[config.mk]
export PLATFORM = sky130hd
export DESIGN_NAME = cdu_read_counter
export DESIGN_NICKNAME = d
export VERILOG_FILES = /design/src/rtl/cdu_read_counter.sv
export SDC_FILE = /design/constraint.sdc
export NUM_CORES = 1
export LEC_CHECK = 0
export CELL_PAD_IN_SITES_DETAIL_PLACEMENT = 0
export CELL_PAD_IN_SITES_GLOBAL_PLACEMENT = 1
export CORE_MARGIN = 5
export CORE_UTILIZATION = 33
export CTS_CLUSTER_SIZE = 16
export DETAILED_ROUTE_END_ITERATION = 8
export PLACE_DENSITY_LB_ADDON = 0.1
export SYNTH_ARGS = -nofsm -noshare
export SYNTH_HDL_FRONTEND = slang
export SYNTH_SLANG_ARGS = --single-unit
[constraint.sdc]
create_clock -name clk -period 5.7 [get_ports clk]
set_clock_uncertainty 0.2 [all_clocks]
set_input_delay 1.14 -clock clk [delete_from_list [all_inputs] [get_ports clk]]
set_output_delay 1.14 -clock clk [all_outputs]
set_load 0.005 [all_outputs]
[src/rtl/cdu_read_counter.sv]
// Read counter for one CDU channel: steps a 16-bit angle toward null from the
// ternary error triggers, drives the fine ladder, and queues rate-limited pulses.
module cdu_read_counter #(
    parameter int unsigned SLOW_DIV = 64,
    parameter int unsigned FAST_DIV = 4,
    parameter int unsigned SETTLE   = 2,
    parameter int unsigned OUT_GAP  = 8,
    parameter int unsigned PEND_W   = 6
) (
    input  logic        clk,
    input  logic        rst,
    input  logic        _TLF1H,
    input  logic        _TLF2H,
    input  logic        _ERRNEG,
    input  logic        _ZERO,
    output logic [15:0] angle,
    output logic        _D15,
    output logic        _D16,
    output logic        _D17,
    output logic        _D18,
    output logic        _D19,
    output logic        _D20,
    output logic        _D21,
    output logic        _CDUP,
    output logic        _CDUM,
    output logic        ovf
);

    localparam int unsigned TW = $clog2(SLOW_DIV + 1);
    localparam int unsigned SW = (SETTLE > 0) ? $clog2(SETTLE + 1) : 1;
    localparam int unsigned GW = $clog2(OUT_GAP);
    localparam logic signed [PEND_W-1:0] P_MAX = PEND_W'((1 << (PEND_W - 1)) - 1);
    localparam logic signed [PEND_W-1:0] P_MIN = PEND_W'(1 << (PEND_W - 1));

    typedef enum logic [1:0] {
        S_IDLE,
        S_RUN,
        S_SETTLE
    } state_t;

    state_t                    state_q, state_d;
    logic [TW-1:0]             timer_q, timer_d, thr_m1;
    logic [SW-1:0]             settle_q, settle_d;
    logic [GW-1:0]             gap_q, gap_d;
    logic signed [PEND_W-1:0]  pend_q, pend_d;
    logic                      trig, step, drain, sat;

    assign trig   = _TLF1H | _TLF2H;
    assign thr_m1 = _TLF2H ? TW'(FAST_DIV - 1) : TW'(SLOW_DIV - 1);

    // IDLE behaves as RUN with a zero timer, so a trigger can step on its first clock
    always_comb begin
        state_d  = state_q;
        timer_d  = timer_q;
        settle_d = settle_q;
        step     = 1'b0;
        case (state_q)
            S_IDLE, S_RUN: begin
                if (!trig) begin
                    state_d = S_IDLE;
                    timer_d = '0;
                end else if (timer_q >= thr_m1) begin
                    step    = 1'b1;
                    timer_d = '0;
                    if (SETTLE == 0) begin
                        state_d = S_RUN;
                    end else begin
                        state_d  = S_SETTLE;
                        settle_d = SW'(SETTLE);
                    end
                end else begin
                    state_d = S_RUN;
                    timer_d = timer_q + 1'b1;
                end
            end
            S_SETTLE: begin
                if (settle_q <= SW'(1)) begin
                    settle_d = '0;
                    state_d  = trig ? S_RUN : S_IDLE;
                end else begin
                    settle_d = settle_q - 1'b1;
                end
            end
            default: state_d = S_IDLE;
        endcase
    end

    // Saturation is judged on the pre-drain count; the drain still applies
    always_comb begin
        drain  = (gap_q == '0) && (pend_q != '0);
        sat    = step && (_ERRNEG ? (pend_q == P_MIN) : (pend_q == P_MAX));
        pend_d = pend_q;
        if (drain) begin
            pend_d = pend_q[PEND_W-1] ? pend_q + PEND_W'(1) : pend_q - PEND_W'(1);
        end
        if (step && !sat) begin
            pend_d = _ERRNEG ? pend_d - PEND_W'(1) : pend_d + PEND_W'(1);
        end
        if (drain) begin
            gap_d = GW'(OUT_GAP - 1);
        end else if (gap_q != '0) begin
            gap_d = gap_q - 1'b1;
        end else begin
            gap_d = gap_q;
        end
    end

    always_ff @(posedge clk) begin
        if (rst || !_ZERO) begin
            state_q  <= S_IDLE;
            timer_q  <= '0;
            settle_q <= '0;
            gap_q    <= '0;
            pend_q   <= '0;
            angle    <= '0;
            ovf      <= 1'b0;
            _CDUP    <= 1'b1;
            _CDUM    <= 1'b1;
        end else begin
            state_q  <= state_d;
            timer_q  <= timer_d;
            settle_q <= settle_d;
            gap_q    <= gap_d;
            pend_q   <= pend_d;
            if (step) begin
                angle <= _ERRNEG ? angle - 16'd1 : angle + 16'd1;
            end
            ovf   <= ovf | sat;
            _CDUP <= !(drain && !pend_q[PEND_W-1]);
            _CDUM <= !(drain && pend_q[PEND_W-1]);
        end
    end

    assign _D15 = ~angle[6];
    assign _D16 = ~angle[5];
    assign _D17 = ~angle[4];
    assign _D18 = ~angle[3];
    assign _D19 = ~angle[2];
    assign _D20 = ~angle[1];
    assign _D21 = ~angle[0];

endmodule

## Word-level counts from Yosys, hierarchy flattened

Cells that the tools add are included.

| storage, ports and cells | value |
|---|---|
| flip-flop bits (word level) | 39 |
| output and inout port bits | 26 |
| bits of input ports | 6 |
| logic and storage cells | 78 |

| cells by class | value |
|---|---|
| $lt $le $gt $ge | 2 |
| reductions and logical operators | 19 |
| bitwise logic cells | 9 |
| eq/ne operators | 7 |
| mux-type cells | 23 |
| add/sub/neg operators | 9 |

Operator list:

| kind | number |
|---|---|
| 6-bit two-way mux | 5 |
| 16-bit by 1-bit adder with 16-bit output (second input constant) | 1 |
| 16-bit two-way mux | 1 |
| 16-bit by 1-bit subtractor with 16-bit output (second input constant) | 1 |
| 7-bit two-way mux | 2 |
| 6-bit by 2-bit adder with 6-bit output (second input constant) | 2 |
| 6-bit equality test (second input constant) | 2 |
| 2-bit two-way mux | 6 |
| 6-bit by 2-bit subtractor with 6-bit output (second input constant) | 2 |
| 2-bit case mux with 2 select lines | 2 |
| 7-bit by 1-bit adder with 7-bit output (second input constant) | 1 |
| 7-bit by 6-bit greater-or-equal comparator with 1-bit output | 1 |
| 1-bit NOT | 7 |
| 3-bit two-way mux | 2 |
| 2-bit inequality test (second input constant) | 3 |
| 6-bit nonzero test | 1 |
| 1-bit logical AND | 5 |
| 1-bit logical NOT | 5 |
| 1-bit two-way mux | 5 |
| 2-bit nonzero test | 2 |
| 3-bit logical NOT | 1 |
| 3-bit AND reduction | 1 |
| 3-bit nonzero test | 1 |
| 3-bit by 1-bit subtractor with 3-bit output (second input constant) | 1 |
| other kinds (8) | 9 |

## Longest topological paths before layout

| logic depth | value |
|---|---|
| depth after elaboration | 9 |
| depth in mapped cells | 14 |
| mapped depth without buffers | 14 |

## Least setup slack after synthesis

OpenSTA, ideal clock, no wires.

| timing path | value |
|---|---|
| path kind | register to register |
| from | reg pend_q[5] |
| to | reg pend_q[5] |
| setup slack | 2,470 ps |
| period minus slack after synthesis | 3,230 ps |
| setup time | 70 ps |
| arrival | 2,959 ps |
| path buffers | 0 |
| cell stages (with the launch flop) | 15 |
| data required time | 5,430 ps |
| path through | dfxtp_1 > inv_1 > ha_1 > or4b_1 > o21ai_1 > nor2_1 > a21oi_1 > inv_1 > ha_1 > nor4bb_1 > a221oi_1 > o211ai_1 > xnor2_1 > a21o_1 > a21oi_1 |

| on the way | value |
|---|---|
| word-level cells in the longest chain between the ends | 6 |
| elaborated cells on any way between the ends | 16 |
| classes of those cells | add/sub: 4; eq/ne: 2; mux: 5; reduce/logical: 5 |

Ends and longest elaborated chain:

| element | RTL line | RTL |
|---|---|---|
| from (decl) | 45 | `logic signed [PEND_W-1:0] pend_q, pend_d;` |
| from (signal assigned) | 124 | `pend_q <= pend_d;` |
| 6-bit by 2-bit subtractor with 6-bit output (tied with other cells) | 94 | `pend_d = pend_q[PEND_W-1] ? pend_q + PEND_W'(1) : pend_q - PEND_W'(1);` |
| 6-bit two-way mux (tied with other cells) | 94 |  |
| 6-bit two-way mux or 1-bit logical AND (tied branches) | 93, 91 |  |
| 6-bit by 2-bit adder with 6-bit output (tied with other cells) | 97 | `pend_d = _ERRNEG ? pend_d - PEND_W'(1) : pend_d + PEND_W'(1);` |
| 6-bit two-way mux or 1-bit logical AND (tied branches) | 97, 96 |  |
| 6-bit two-way mux (*) | 96 | `if (step && !sat) begin` |

Mark *: on every way between the ends. The rest lies on a longest branch, timed or not.
A chain may end at the register's enable or synchronous reset.

## Worst setup path after layout

| timing path | value |
|---|---|
| from | in _ERRNEG |
| to | reg angle[10] |

| on the way | value |
|---|---|
| word-level cells in the longest chain between the ends | 1 |

Ends and longest elaborated chain:

| element | RTL line | RTL |
|---|---|---|
| from (decl) | 14 | `input logic _ERRNEG,` |
| 16-bit two-way mux | 126 | `angle <= _ERRNEG ? angle - 16'd1 : angle + 16'd1;` |
| to (signal assigned) | 126 |  |
| to (decl) | 16 | `output logic [15:0] angle,` |

Every way passes these cells.

==> results.yml <==
place:
  dpl_worst_slack_ns: 1.22
  port_buffers: 31
  dp_hpwl_um: 5380
  dpl-instance-area_um2: 3290
  place_congestion: 0.758
critical_path:
  worst-r2r-cell-count: 14
  reg2reg_from: "pend_q[5]$_SDFF_PP0_"
  cp_slowest_stage_delay_ns: 0.92
  critical_path_required_ns: 5.74
  worstPathCellList: "clkdlybuf4s50_1, inv_1, fa_1, nor2b_1, o21bai_1, a21oi_1, o311ai_0, a2111o_1, nand3_1"
  critical_path.top_delay_family: "buffers and inverters"
  worst_r2r_endpoint: "pend_q[5]$_SDFF_PP0_"
  crit_slowest_cell: "clkdlybuf4s50_1"
  cp.arrival_ns: 4.17
  path_max_fanout: 16
  r2r_setup_slack_ns: 1.64
  critPathKind: "input pin to flip-flop"
  cp-start-kind: "input pin"
  path_depth: 9
  cp_num_buf_inv: 2
  end_kind: "flip-flop"
route:
  vias: 2607
  drc_errors: 0
  viasPerCell: 5.25
  drt_iter0_drc: 88
  dr.pass1.iters: 4
  wl_per_cell_um: 14.7
  wl_um: 7310
  antenna_left: 0
logic_synthesis:
  synth.most_common_cell: "a21oi_1"
  synth_top_area_share_pct: 27.2
  syn_area_um2: 2870
  synth_nets: 400
  ys_async_sr_fraction_pct: 0
  synthTopCellsByCount: "a21oi_1 (40), dfxtp_1 (39), nor2_1 (34)"
  synth.distinct_cells: 59
  yosysSeqAreaShare_pct: 27.2
  synthCells: 361
  ys_seq_elements: 39
  yosys_warnings: 0
  synth-edff-count: 0
  synthTopCellsByArea: "dfxtp_1 (27%), ha_1 (13%), a21oi_1 (7.0%)"
  synth.avg_cell_area_um2: 7.94
  synth_flop_cell: "dfxtp_1"
  synth_top_area_cell: "dfxtp_1"
min_path:
  holdPathStages: 2
  hold_class: "flip-flop to flip-flop"
  hold_end: "ovf$_SDFF_PP0_"
  min_from: "ovf$_SDFF_PP0_"
timing:
  rsz0062_at_grt: "no"
  hold_violations: 0
  timing.hold.ws_ns: 0.276
  setup_ws_ns: 1.57
  report.final.slew_viol_count: 0
  fin_crit_sh_pct: 72.5
  tightest_slew_ns: 0.886
  layout_min_cycle_time_ns: 4.13
  slew_headroom_pct: 40.6
  finalSetupTns_ns: 0
  setup_viol: 0
  max_clock_freq_ghz: 0.242
power_and_ir_drop:
  p_leak_uw: 0.00132
  p_per_area_nw_per_um2: 398
  irDropWorstVdd_v: 0.000167
floorplanning:
  die-area_um2: 10700
  core_region_area_um2: 8590
  die-height_um: 103
  ioPinCount: 32
  die_x_um: 103
  start_util_pct: 33.4
  num_rows: 34
final_layout:
  n_antenna_cell: 0
  areaGrowthSynthToFinish_pct: 17.5
  design_area_um2: 3370
  final_nets: 427
  drive_gt1_share_pct: 4.37
clocking:
  post_cts_buffers: 0
  cts.sinks: 39
  cts_hold_buf: 0
  root_buffer: "clkbuf_8"
  cts_buffers: 5
  clock_latency_ns: 0.30
  post_cts_resized: 0
  cts_tree: "yes"
  clk_pin_slew_ns: 0.08
  htree_levels: 2
  clk_path_buf_depth: 2
run:
  cap_violations: 0
grt:
  grt_pass1_wl_um: 12200
  antenna_found_initial: 0
  grt_pass1_vias: 2497
  grt_overflow: 0
  track_usage_pct: 14.4
  grt_max_degree: 26
status:
  status: "complete, no violations"
-- layout make-up --
class                      count  area [um2]
inverter                      19        71.3
tap                          108         135
multi-input combinational    288        1960
sequential                    39         781
clock inverter                 2        12.5
clock buffer                   6        72.6
timing repair buffer          35         340
fill                         906        5220
-- worst max path at each step --
stage          slack, ns                     end                  from
2_1_floorplan       2.47    pend_q[5]$_SDFF_PP0_  pend_q[5]$_SDFF_PP0_
3_5_place_dp        1.22  angle[10]$_SDFFE_PP0P_               _ERRNEG
6_report            1.57  angle[10]$_SDFFE_PP0P_               _ERRNEG
4_1_cts             1.52  angle[10]$_SDFFE_PP0P_               _ERRNEG
3_3_place_gp        1.25  angle[10]$_SDFFE_PP0P_               _ERRNEG
5_1_grt             1.34  angle[10]$_SDFFE_PP0P_               _ERRNEG
-- sequential cells by signal, indices dropped and copies added (netlist names) --
signal	flops
angle	16
timer_q	7
pend_q	6
gap_q	3
settle_q	2
state_q	2
_CDUM	1
_CDUP	1
ovf	1
-- worst min-delay path, delay by kind of cell, from the launching register on --
kind	cells	cell delay (ns)
DFF	1	0.34
AOI/OAI and AO/OA	1	0.04
and+or+nand+nor	1	0.07
-- per-stage QoR --
stage                     power [uW]  cells  utilization (%)
after floorplan                  978    361                -
after global placement          1150    489             38.2
after detailed placement        1150    489             38.2
after CTS                       1350    497             39.2
after global routing            1470    497             39.2
final                           1340    497             39.2
-- where the power goes --
| part | total (uW) | internal, uW | leakage [uW] | switching, uW |
|---|---|---|---|---|
| registers | 340 | 303 | 0.000315 | 37.3 |
| logic | 809 | 346 | 0.000960 | 463 |
| clock network | 190 | 85.7 | 0.0000412 | 105 |
| total | 1340 | 735 | 0.00132 | 605 |
-- per-layer routing --
layer	GRT usage (%)	up-vias	wire [um]
met5	0	-	0
met4	3.09	0	66
met3	2.88	6	153
met2	23.5	32	3440
met1	19.6	1192	3650
li1	-	1377	-
-- placed cells by master (no fill, tap or decap), drive strengths merged, types with 2 or more instances in the layout --
cell and count:
nand2b 3, o31ai 3, o21bai 3, ha 30
o2111ai 2, nor2 35, xor2 7, a21o 11
a2111oi 2, nand4 2, nor2b 7, and3 6
clkdlybuf4s50 31, nand3 21, nor3 8, a31oi 3
o21a 3, or3b 3, o41ai 2, nor4bb 2
inv 19, dfxtp 39, clkbuf 6, a21boi 2
fa 3, a211oi 7, buf 4, o21ai 20
nand2 21, a21oi 40, xnor2 8, and2 3
nand3b 3, or3 5, nor4 2, o211ai 4
-- cells by family (layout without fill, tap and decap cells) --
| family | count (synthesis) | after routing | share of synthesized area, % |
|---|---|---|---|
| AND/OR/NAND/NOR | 126 | 126 | 22.6 |
| AO/OA/AOI/OAI | 113 | 113 | 25.5 |
| XOR/XNOR | 15 | 15 | 4.58 |
| multiplexers | 1 | 1 | 0.393 |
| flip-flops | 39 | 39 | 27.2 |
| adder cells (fa/ha/maj) | 33 | 33 | 15.2 |
| buffers and inverters | 34 | 62 | 4.49 |
Note: power is estimated with default switching activity, not from simulation.
